**src/rtl/deck_access_arbiter.sv**
```systemverilog
// Shares one card deck between the player and dealer hands: latches draw pulses, issues one
// deck request at a time, routes the returned card to the winning hand and sequences reshuffles.
module deck_access_arbiter #(
  parameter int CARD_W       = 4,
  parameter int DECK_SIZE    = 52,
  parameter int RESHUFFLE_AT = 40,
  localparam int CNT_W       = $clog2(DECK_SIZE + 1)
) (
  input  logic              i_clk,
  input  logic              i_reset,
  input  logic              i_playerReq,
  input  logic              i_dealerReq,
  input  logic              i_roundStart,
  output logic              o_deckReq,
  input  logic              i_deckValid,
  input  logic [CARD_W-1:0] i_deckCard,
  output logic              o_shuffleStart,
  input  logic              i_shuffleDone,
  output logic              o_playerValid,
  output logic              o_dealerValid,
  output logic [CARD_W-1:0] o_card,
  output logic              o_busy,
  output logic [CNT_W-1:0]  o_cardsDealt,
  output logic [2:0]        o_state
);

  // Handshakes are pulse based, not valid/ready: a req pulse is remembered until its card is
  // delivered, o_deckReq/o_shuffleStart are single-cycle commands, and i_deckValid is only
  // accepted in S_WAIT and i_shuffleDone only in S_SHUF_WAIT; both are ignored elsewhere.
  typedef enum logic [2:0] {
    S_IDLE      = 3'd0,
    S_ISSUE     = 3'd1,
    S_WAIT      = 3'd2,
    S_DELIVER   = 3'd3,
    S_SHUFFLE   = 3'd4,
    S_SHUF_WAIT = 3'd5
  } state_t;

  localparam logic GRANT_P = 1'b1;
  localparam logic GRANT_D = 1'b0;
  localparam logic [CNT_W-1:0] FULL_CNT = CNT_W'(DECK_SIZE);
  localparam logic [CNT_W-1:0] RESH_CNT = CNT_W'(RESHUFFLE_AT);

  state_t             state;
  state_t             state_next;
  logic               grant;
  logic               grant_next;
  logic               last_grant;
  logic               pend_p;
  logic               pend_d;
  logic               shuf_pend;
  logic [CNT_W-1:0]   count;
  logic [CARD_W-1:0]  card_q;

  logic in_shuffle;
  logic deliver_p;
  logic deliver_d;
  logic shuffle_done;
  logic card_accept;

  assign in_shuffle   = (state == S_SHUFFLE) || (state == S_SHUF_WAIT);
  assign deliver_p    = (state == S_DELIVER) && (grant == GRANT_P);
  assign deliver_d    = (state == S_DELIVER) && (grant == GRANT_D);
  assign shuffle_done = (state == S_SHUF_WAIT) && i_shuffleDone;
  assign card_accept  = (state == S_WAIT) && i_deckValid;

  always_comb begin
    state_next = state;
    grant_next = grant;
    case (state)
      S_IDLE: begin
        if ((count == FULL_CNT) || shuf_pend) begin
          state_next = S_SHUFFLE;
        end else if (pend_p || pend_d) begin
          state_next = S_ISSUE;
          // Under contention the side that was not served last time wins.
          if (pend_p && pend_d) grant_next = ~last_grant;
          else                  grant_next = pend_p ? GRANT_P : GRANT_D;
        end
      end
      S_ISSUE:     state_next = S_WAIT;
      S_WAIT:      if (i_deckValid) state_next = S_DELIVER;
      S_DELIVER:   state_next = S_IDLE;
      S_SHUFFLE:   state_next = S_SHUF_WAIT;
      S_SHUF_WAIT: if (i_shuffleDone) state_next = S_IDLE;
      default:     state_next = S_IDLE;
    endcase
  end

  always_ff @(posedge i_clk) begin
    if (i_reset) begin
      state      <= S_IDLE;
      grant      <= GRANT_D;
      last_grant <= GRANT_D;
      pend_p     <= 1'b0;
      pend_d     <= 1'b0;
      shuf_pend  <= 1'b0;
      count      <= '0;
      card_q     <= '0;
    end else begin
      state <= state_next;
      grant <= grant_next;
      // A fresh pulse in the delivery cycle outranks the clear, so it is not lost.
      pend_p <= i_playerReq | (pend_p & ~deliver_p);
      pend_d <= i_dealerReq | (pend_d & ~deliver_d);
      if (shuffle_done) begin
        shuf_pend <= 1'b0;
      end else if (i_roundStart && !in_shuffle && (count >= RESH_CNT)) begin
        shuf_pend <= 1'b1;
      end
      if (shuffle_done) begin
        count <= '0;
      end else if ((state == S_DELIVER) && (count != FULL_CNT)) begin
        count <= count + 1'b1;
      end
      if (state == S_DELIVER) last_grant <= grant;
      if (card_accept) card_q <= i_deckCard;
    end
  end

  assign o_deckReq      = (state == S_ISSUE);
  assign o_shuffleStart = (state == S_SHUFFLE);
  assign o_playerValid  = deliver_p;
  assign o_dealerValid  = deliver_d;
  assign o_card         = card_q;
  assign o_busy         = (state != S_IDLE);
  assign o_cardsDealt   = count;
  assign o_state        = state;

  a_valid_onehot: assert property (@(posedge i_clk) disable iff (i_reset)
    !(o_playerValid && o_dealerValid));
  a_count_bound: assert property (@(posedge i_clk) disable iff (i_reset)
    count <= FULL_CNT);
  a_no_req_when_full: assert property (@(posedge i_clk) disable iff (i_reset)
    (state == S_ISSUE) |-> (count != FULL_CNT));

endmodule

```
**config.mk**
```make
export PLATFORM = sky130hd
export DESIGN_NAME = deck_access_arbiter
export DESIGN_NICKNAME = d
export VERILOG_FILES = /design/src/rtl/deck_access_arbiter.sv
export SDC_FILE = /design/constraint.sdc
export NUM_CORES = 1
export LEC_CHECK = 0
export ABC_AREA = 1
export BUFFER_PORTS_ARGS = -buffer_cell sky130_fd_sc_hd__buf_2
export CAP_MARGIN = 10
export CELL_PAD_IN_SITES_DETAIL_PLACEMENT = 1
export CELL_PAD_IN_SITES_GLOBAL_PLACEMENT = 2
export CORE_UTILIZATION = 26
export DETAILED_ROUTE_END_ITERATION = 10
export PLACE_DENSITY_LB_ADDON = 0.1
export SETUP_SLACK_MARGIN = 0.02
export SYNTH_ARGS = -nofsm -noshare
export SYNTH_HDL_FRONTEND = slang
export SYNTH_SLANG_ARGS = --single-unit
```
**constraint.sdc**
```tcl
create_clock -name i_clk -period 1.4 [get_ports i_clk]
set_input_delay 0.28 -clock i_clk [delete_from_list [all_inputs] [get_ports i_clk]]
set_output_delay 0.28 -clock i_clk [all_outputs]
set_load 0.05 [all_outputs]
```
==> results by group, run 1 <==
Worst setup path
  • Critical path capture point: o_busy
  • Largest fanout on the critical path: 5
  • Type of the worst setup path: reg2out
  • CP Data Required Time: 1.12 ns
  • Worst Path Arrival: 1.19 ns
  • Register-to-register path setup slack: 0.10 ns
  • Startpoint of the worst register-to-register path: o_cardsDealt[0]
  • Number of cells on the worst reg-to-reg path: 9
  • Kind of start point of the critical path: register
  • R2r endpoint: o_cardsDealt[4]
  • Sort of element at the end of the critical path: output port
  • Critical path origin: o_state[0]

Placement
  • Minimum setup slack after placement: 0.0462 ns
  • Number of buffers added on ports: 28
  • RePlAce Congestion: 0.763
  • Half-perimeter wire length of the detailed placement result: 1940 um

Route
  • Average wire per cell in the routed design: 12.4 um
  • Vias after detailed routing: 969
  • Final wirelength: 2660 um
  • Drt initial violations: 28
  • Post-detailed-route via-to-cell ratio: 4.51
  • Pre-antenna DRT Iters: 4
  • DRC: 0
  • Antenna-violating nets left: 0

Synthesis
  • Synthesized flop and latch total: 18
  • Count of mapped cells out of synthesis: 127
  • Syn_area_per_cell: 7.05 sq um
  • Share of the yosys chip area belonging to registers: 40.2%
  • Synthesized net count: 140
  • Yosys warnings: 0
  • Post-synthesis instance area: 896 sq um
  • Library cells used by synthesis: 23

Clocking
  • Maximum level of the CTS H-tree: 1
  • Clk root buf: sky130_fd_sc_hd__clkbuf_4
  • Inserted Clock Buffers: 3
  • CTS Hold Buffers Added: 0
  • Clock latency on the worst-skew pair: 0.30 ns
  • Longest Clk Path Bufs: 2
  • Number of clock sinks: 18
  • Clock-pin slew of the registers on the worst-case setup and hold paths: 0.11 ns
  • CTS tree: done

Global routing
  • Number of global-route vias before repair: 900
  • Total routing usage reported by global routing: 15.3%
  • Initial antenna violation count: 0
  • Global route total overflow: 0
  • Pin count of the biggest net entering global routing: 11
  • First-pass GRT wire length: 4060 um

Power
  • Peak supply drop: 0.443 mV
  • Power density of the placed cells: 1390 nW/um^2
  • Overall power of the completed layout: 1910 uW
  • Leakage dissipation: 0.000639 uW

Status
  • Violations in the final reports: negative setup slack
  • Status: complete, but fails checks

Timing
  • Final setup violating endpoints: 5
  • Period Utilization, post-route: 105%
  • Number of max-slew violations in the final report: 0
  • Clock period minus worst slack: 1.47 ns
  • Fin Clk Skew: 0.00349 ns
  • Hold violation total from the final report: 0
  • Max-slew headroom at the worst pin: 83.5%
  • Setup WS post-layout: -0.0692 ns
  • Setup repair after global routing missed its margin: true
  • Max Clock Freq: 681 MHz
  • Slew @ Worst Pin: 0.249 ns

Layout
  • Fraction of layout instances using a drive strength above 1: 43.9%
  • Antenna cells: 0
  • Layout overhead on the synthesized area: 53.9%
  • Final core utilization: 43.7%
  • Final layout net count: 185

Floorplan
  • Die Wd: 60.7 um
  • Initial cell density of the core: 28.4%
  • Overall die height: 60.7 um
  • # IOs: 29
  • Standard-cell rows: 20
  • Total core area: 3150 sq um
  • Die outline area: 3680 sq um

Flow run
  • Total of max-cap violations: 0

Worst hold path
  • Type of the most critical hold path: in2reg
-- registers in the layout, indices dropped and copies added, names as in the netlist --
signal,cells
o_state,3
o_cardsDealt,6
o_card,4
last_grant,1
shuf_pend,1
grant,1
pend_d,1
pend_p,1
-- Yosys cell counts (all sizes together) --
cell	number	area (sq um)
o21ai	8	43.8
inv	23	88.8
o21a	1	7.51
a21oi	14	73.8
ha	2	25.0
nand2	28	115
xnor2	2	17.5
nand3	12	70.1
nor2	15	68.8
nand4	1	6.26
clkbuf	1	3.75
a31oi	1	6.26
dfxtp	18	360
o2111ai	1	8.76
-- where the power goes --
group / leakage [uW] / switching [uW] / internal, uW
registers: 0.000152 / 68.0 / 576
clock network: 0.0000210 / 180 / 159
logic: 0.000466 / 574 / 354
total: 0.000639 / 822 / 1090
-- critical path: stages, from the launching register on --
cell and delay (ns):
sky130_fd_sc_hd__dfxtp_4 0.39, sky130_fd_sc_hd__inv_4 0.08, sky130_fd_sc_hd__nand2_4 0.06, sky130_fd_sc_hd__nor2_4 0.11, sky130_fd_sc_hd__clkinvlp_4 0.10, sky130_fd_sc_hd__buf_8 0.15
-- final cells by class --
type,instances,area [sq um]
clock buffers,4,36.3
fillers,391,1770
well taps,44,55.1
inverters,23,100
repair buffers,41,300
multi-input cells,85,503
flip-flops and latches,18,384
-- placed cells by master, fill, tap and decap left out, types with 2 or more instances in the layout --
master,n
sky130_fd_sc_hd__nor2_4,5
sky130_fd_sc_hd__nand3_1,10
sky130_fd_sc_hd__o21ai_1,4
sky130_fd_sc_hd__a21oi_2,2
sky130_fd_sc_hd__nand2_1,25
sky130_fd_sc_hd__buf_8,5
sky130_fd_sc_hd__ha_1,2
sky130_fd_sc_hd__inv_2,2
sky130_fd_sc_hd__clkbuf_4,4
sky130_fd_sc_hd__buf_2,21
sky130_fd_sc_hd__dfxtp_4,5
sky130_fd_sc_hd__buf_4,12
sky130_fd_sc_hd__inv_4,4
sky130_fd_sc_hd__buf_6,2
sky130_fd_sc_hd__inv_1,16
sky130_fd_sc_hd__dfxtp_1,9
sky130_fd_sc_hd__nand2_4,2
sky130_fd_sc_hd__a21oi_1,12
sky130_fd_sc_hd__dfxtp_2,4
sky130_fd_sc_hd__xnor2_1,2
sky130_fd_sc_hd__nor2_1,9
sky130_fd_sc_hd__o21ai_0,3
-- worst min path at each step --
stage                            from   endpoint  cells after the start
after detailed placement    o_card[0]  o_card[0]                      2
after global placement      o_card[3]  o_card[3]                      2
after CTS                 i_playerReq     pend_p                      3
after floorplan           i_dealerReq     pend_d                      2
after global routing      i_playerReq     pend_p                      3
final                     i_playerReq     pend_p                      3
-- cells by family after synthesis --
group	after synthesis	synth area share, %
xor+xnor	2	1.96
fa+ha+maj	2	2.79
compound gates	25	15.6
simple gates	56	29.1
flops	18	40.2
buf+inv	24	10.3
-- per-layer routing --
layer,GRT usage [%],wire length [um]
met1,18.3,1170
met2,27.0,1330
met3,1.92,95
met4,7.79,66
met5,0,0
-- timing repair --
action / 4_1_cts / 5_1_grt
endpoints found under the setup margin: 7 / 17
setup buffers: 6 / 5
pin swaps: 2 / 4
gates resized for setup: 27 / 14
endpoints found under the hold margin: 0 / 0
-- through the flow --
step	hold slack (ns)	TNS, ns	std cells	instance area (sq um)
6_report	0.198	-0.170	215	1380
5_1_grt	0.212	-0.507	215	1380
4_1_cts	0.195	-0.217	210	1300
3_5_place_dp	0.457	0	200	1140
2_1_floorplan	0.414	0	127	932
3_3_place_gp	0.446	0	200	1140
Note: power is estimated with default switching activity, not from simulation.
==> inputs of run 2 (changes only) <==
--- a/config.mk
+++ b/config.mk
@@ -10,9 +10,11 @@
 export CAP_MARGIN = 10
 export CELL_PAD_IN_SITES_DETAIL_PLACEMENT = 1
 export CELL_PAD_IN_SITES_GLOBAL_PLACEMENT = 2
+export CORE_MARGIN = 3
 export CORE_UTILIZATION = 26
 export DETAILED_ROUTE_END_ITERATION = 10
 export PLACE_DENSITY_LB_ADDON = 0.1
+export REMOVE_ABC_BUFFERS = 1
 export SETUP_SLACK_MARGIN = 0.02
 export SYNTH_ARGS = -nofsm -noshare
 export SYNTH_HDL_FRONTEND = slang
==> run 2 against run 1 <==
  * The run now ends clean
  * Clock-buffer cell count is 1 lower
  * Sequential power hardly changed
  * Setup slack better by 0.080 ns
  * Utilization is 0.56 points higher
  * Die area is 14% higher
  * Sequential share of layout area is 1.0 points lower
  * Worst hold slack better by 0.025 ns
  * Total power is 3.4% lower
==> results by group, run 2 (synthesis results as in run 1) <==
Floorplan
  • Initial cell density of the core: 28.2%
  • Total core area: 3180 sq um
  • # IOs: 29
  • Die Wd: 64.7 um
  • Die outline area: 4190 sq um
  • Standard-cell rows: 20
  • Overall die height: 64.7 um

Placement
  • Number of buffers added on ports: 28
  • RePlAce Congestion: 0.774
  • Placed instance count: 203
  • Placed Area: 1120 sq um
  • Half-perimeter wire length of the detailed placement result: 2070 um

Global routing
  • Number of global-route vias before repair: 1,029
  • First-pass GRT wire length: 4890 um
  • Global route total overflow: 0
  • Pin count of the biggest net entering global routing: 10
  • Initial antenna violation count: 0
  • Total routing usage reported by global routing: 14.9%

Layout
  • Fraction of layout instances using a drive strength above 1: 46.9%
  • Final layout net count: 192
  • Layout overhead on the synthesized area: 57.1%
  • Leading cell type in the layout, fill and taps excluded: sky130_fd_sc_hd__nand2_1
  • Most frequent cells in the layout: 24 x sky130_fd_sc_hd__nand2_1, 21 x sky130_fd_sc_hd__buf_4, 20 x sky130_fd_sc_hd__buf_2
  • Non-filler cells, final: 221
  • Largest register FFs: 6
  • Final instance area: 1410 sq um
  • Antenna cells: 0
  • Number of fillers in the final layout: 418

Clocking
  • Inserted Clock Buffers: 3
  • Clock latency on the worst-skew pair: 0.28 ns
  • Clock-pin slew of the registers on the worst-case setup and hold paths: 0.10 ns
  • Maximum level of the CTS H-tree: 1
  • Clk root buf: sky130_fd_sc_hd__clkbuf_4
  • Number of clock sinks: 18
  • CTS tree: done
  • Longest Clk Path Bufs: 2

Route
  • Average wire per cell in the routed design: 12.8 um
  • DRC: 0
  • Drt initial violations: 16
  • Post-detailed-route via-to-cell ratio: 4.39
  • Antenna-violating nets left: 0
  • Pre-antenna DRT Iters: 4
  • Vias after detailed routing: 970
  • Final wirelength: 2820 um

Worst setup path
  • CP Data Required Time: 1.12 ns
  • Worst Path Arrival: 1.11 ns
  • Kind of start point of the critical path: register
  • Largest fanout on the critical path: 5
  • Register-to-register path setup slack: 0.04 ns
  • Type of the worst setup path: reg2out
  • Startpoint of the worst register-to-register path: o_state[1]
  • R2r endpoint: o_state[0]
  • Sort of element at the end of the critical path: output port
  • Number of cells on the worst reg-to-reg path: 11

Timing
  • Clock period minus worst slack: 1.39 ns
  • Hold Worst Slack: 0.223 ns
  • Final setup violating endpoints: 0
  • Number of max-slew violations in the final report: 0
  • Slew @ Worst Pin: 0.254 ns
  • Setup repair after global routing missed its margin: true
  • Max-slew headroom at the worst pin: 83.2%
  • Period Utilization, post-route: 99.2%
  • Fin Clk Skew: 0.00167 ns
  • Hold violation total from the final report: 0
  • Max Clock Freq: 720 MHz
  • Setup tns final: 0 ns

Status
  • Status: complete, no violations

Power
  • Proportion of power drawn by the clock network: 13.6%
  • Leakage dissipation: 0.000666 uW
  • Sequential Power Share: 35.0%
  • Fraction of power spent switching nets: 43.8%
  • Switching Power: 808 uW
  • Peak supply drop: 0.396 mV
  • Combinational group share of total power: 51.4%
  • Internal power consumption: 1040 uW
  • Power density of the placed cells: 1310 nW/um^2

Worst hold path
  • Startpoint of the lowest-slack hold path: i_playerReq
  • Worst Hold Path EP: pend_p
  • Type of the most critical hold path: in2reg
  • Number of cells traversed by the worst hold path: 3

Flow run
  • Total of max-cap violations: 0
[run 2: cell types whose count changed in the layout (fill, tap and decap cells not counted), sizes merged]
cell / delta
buf: +6
clkinvlp: -1
inv: +1
[run 2: layer usage]
layer  vias up  part of all wire [%]  GRT usage (%)
li1        504                     -              -
met1       449                    46           19.5
met2        15                    51           25.2
met3         2                   2.8           2.60
met4         0                  0.53           3.96
met5         -                     0              0
[run 2: power groups by stage]
stage / logic, uW / registers (uW) / clock network (uW)
final: 949 / 646 / 252
after global routing: 1030 / 655 / 298
after CTS: 889 / 640 / 270
after detailed placement: 664 / 626 / 0
after global placement: 647 / 620 / 0
after floorplan: 357 / 748 / 0
[run 2: worst max-delay path by stage]
| stage | start | end | slack, ns | cells after the start |
|---|---|---|---|---|
| floorplan | o_state[0] | o_dealerValid | -0.47 | 2 |
| global placement | o_state[2] | o_dealerValid | 0.1 | 4 |
| detailed placement | o_state[2] | o_dealerValid | 0.08 | 4 |
| CTS | o_state[1] | o_dealerValid | -0.01 | 3 |
| global route | o_state[1] | o_shuffleStart | -0.06 | 6 |
| finish | o_state[1] | o_shuffleStart | 0.01 | 6 |
[run 2: metrics by stage]
step	setup WS, ns	utilization [%]	power, uW
2_1_floorplan	-0.472	-	1100
3_3_place_gp	0.0959	35.4	1270
3_5_place_dp	0.0839	35.4	1290
4_1_cts	-0.00961	42.1	1800
5_1_grt	-0.0648	44.3	1980
6_report	0.0106	44.3	1850
[run 2: worst max-delay path, stage by stage (launching register included)]
cell and delay (ns):
sky130_fd_sc_hd__dfxtp_4 0.42, sky130_fd_sc_hd__inv_4 0.05, sky130_fd_sc_hd__nand2_4 0.07, sky130_fd_sc_hd__inv_2 0.04
sky130_fd_sc_hd__nand2_2 0.06, sky130_fd_sc_hd__inv_2 0.04, sky130_fd_sc_hd__buf_8 0.14
[run 2: cell type report]
cell class | count | area (sq um) | share of cell area (%)
Inverter | 23 | 96.3 | 6.84
Multi-Input combinational cell | 85 | 512 | 36.4
Tap cell | 44 | 55.1 | 3.91
Timing Repair Buffer | 48 | 344 | 24.4
Sequential cell | 18 | 378 | 26.8
Clock buffer | 3 | 22.5 | 1.60
[run 2: repair_timing]
action | CTS | global route
resized for setup | 35 | 17
hold buffers | 0 | 0
pin swaps | 3 | 4
gates cloned | 0 | 0
endpoints found under the setup margin | 6 | 16
buffers inserted | 13 | 2
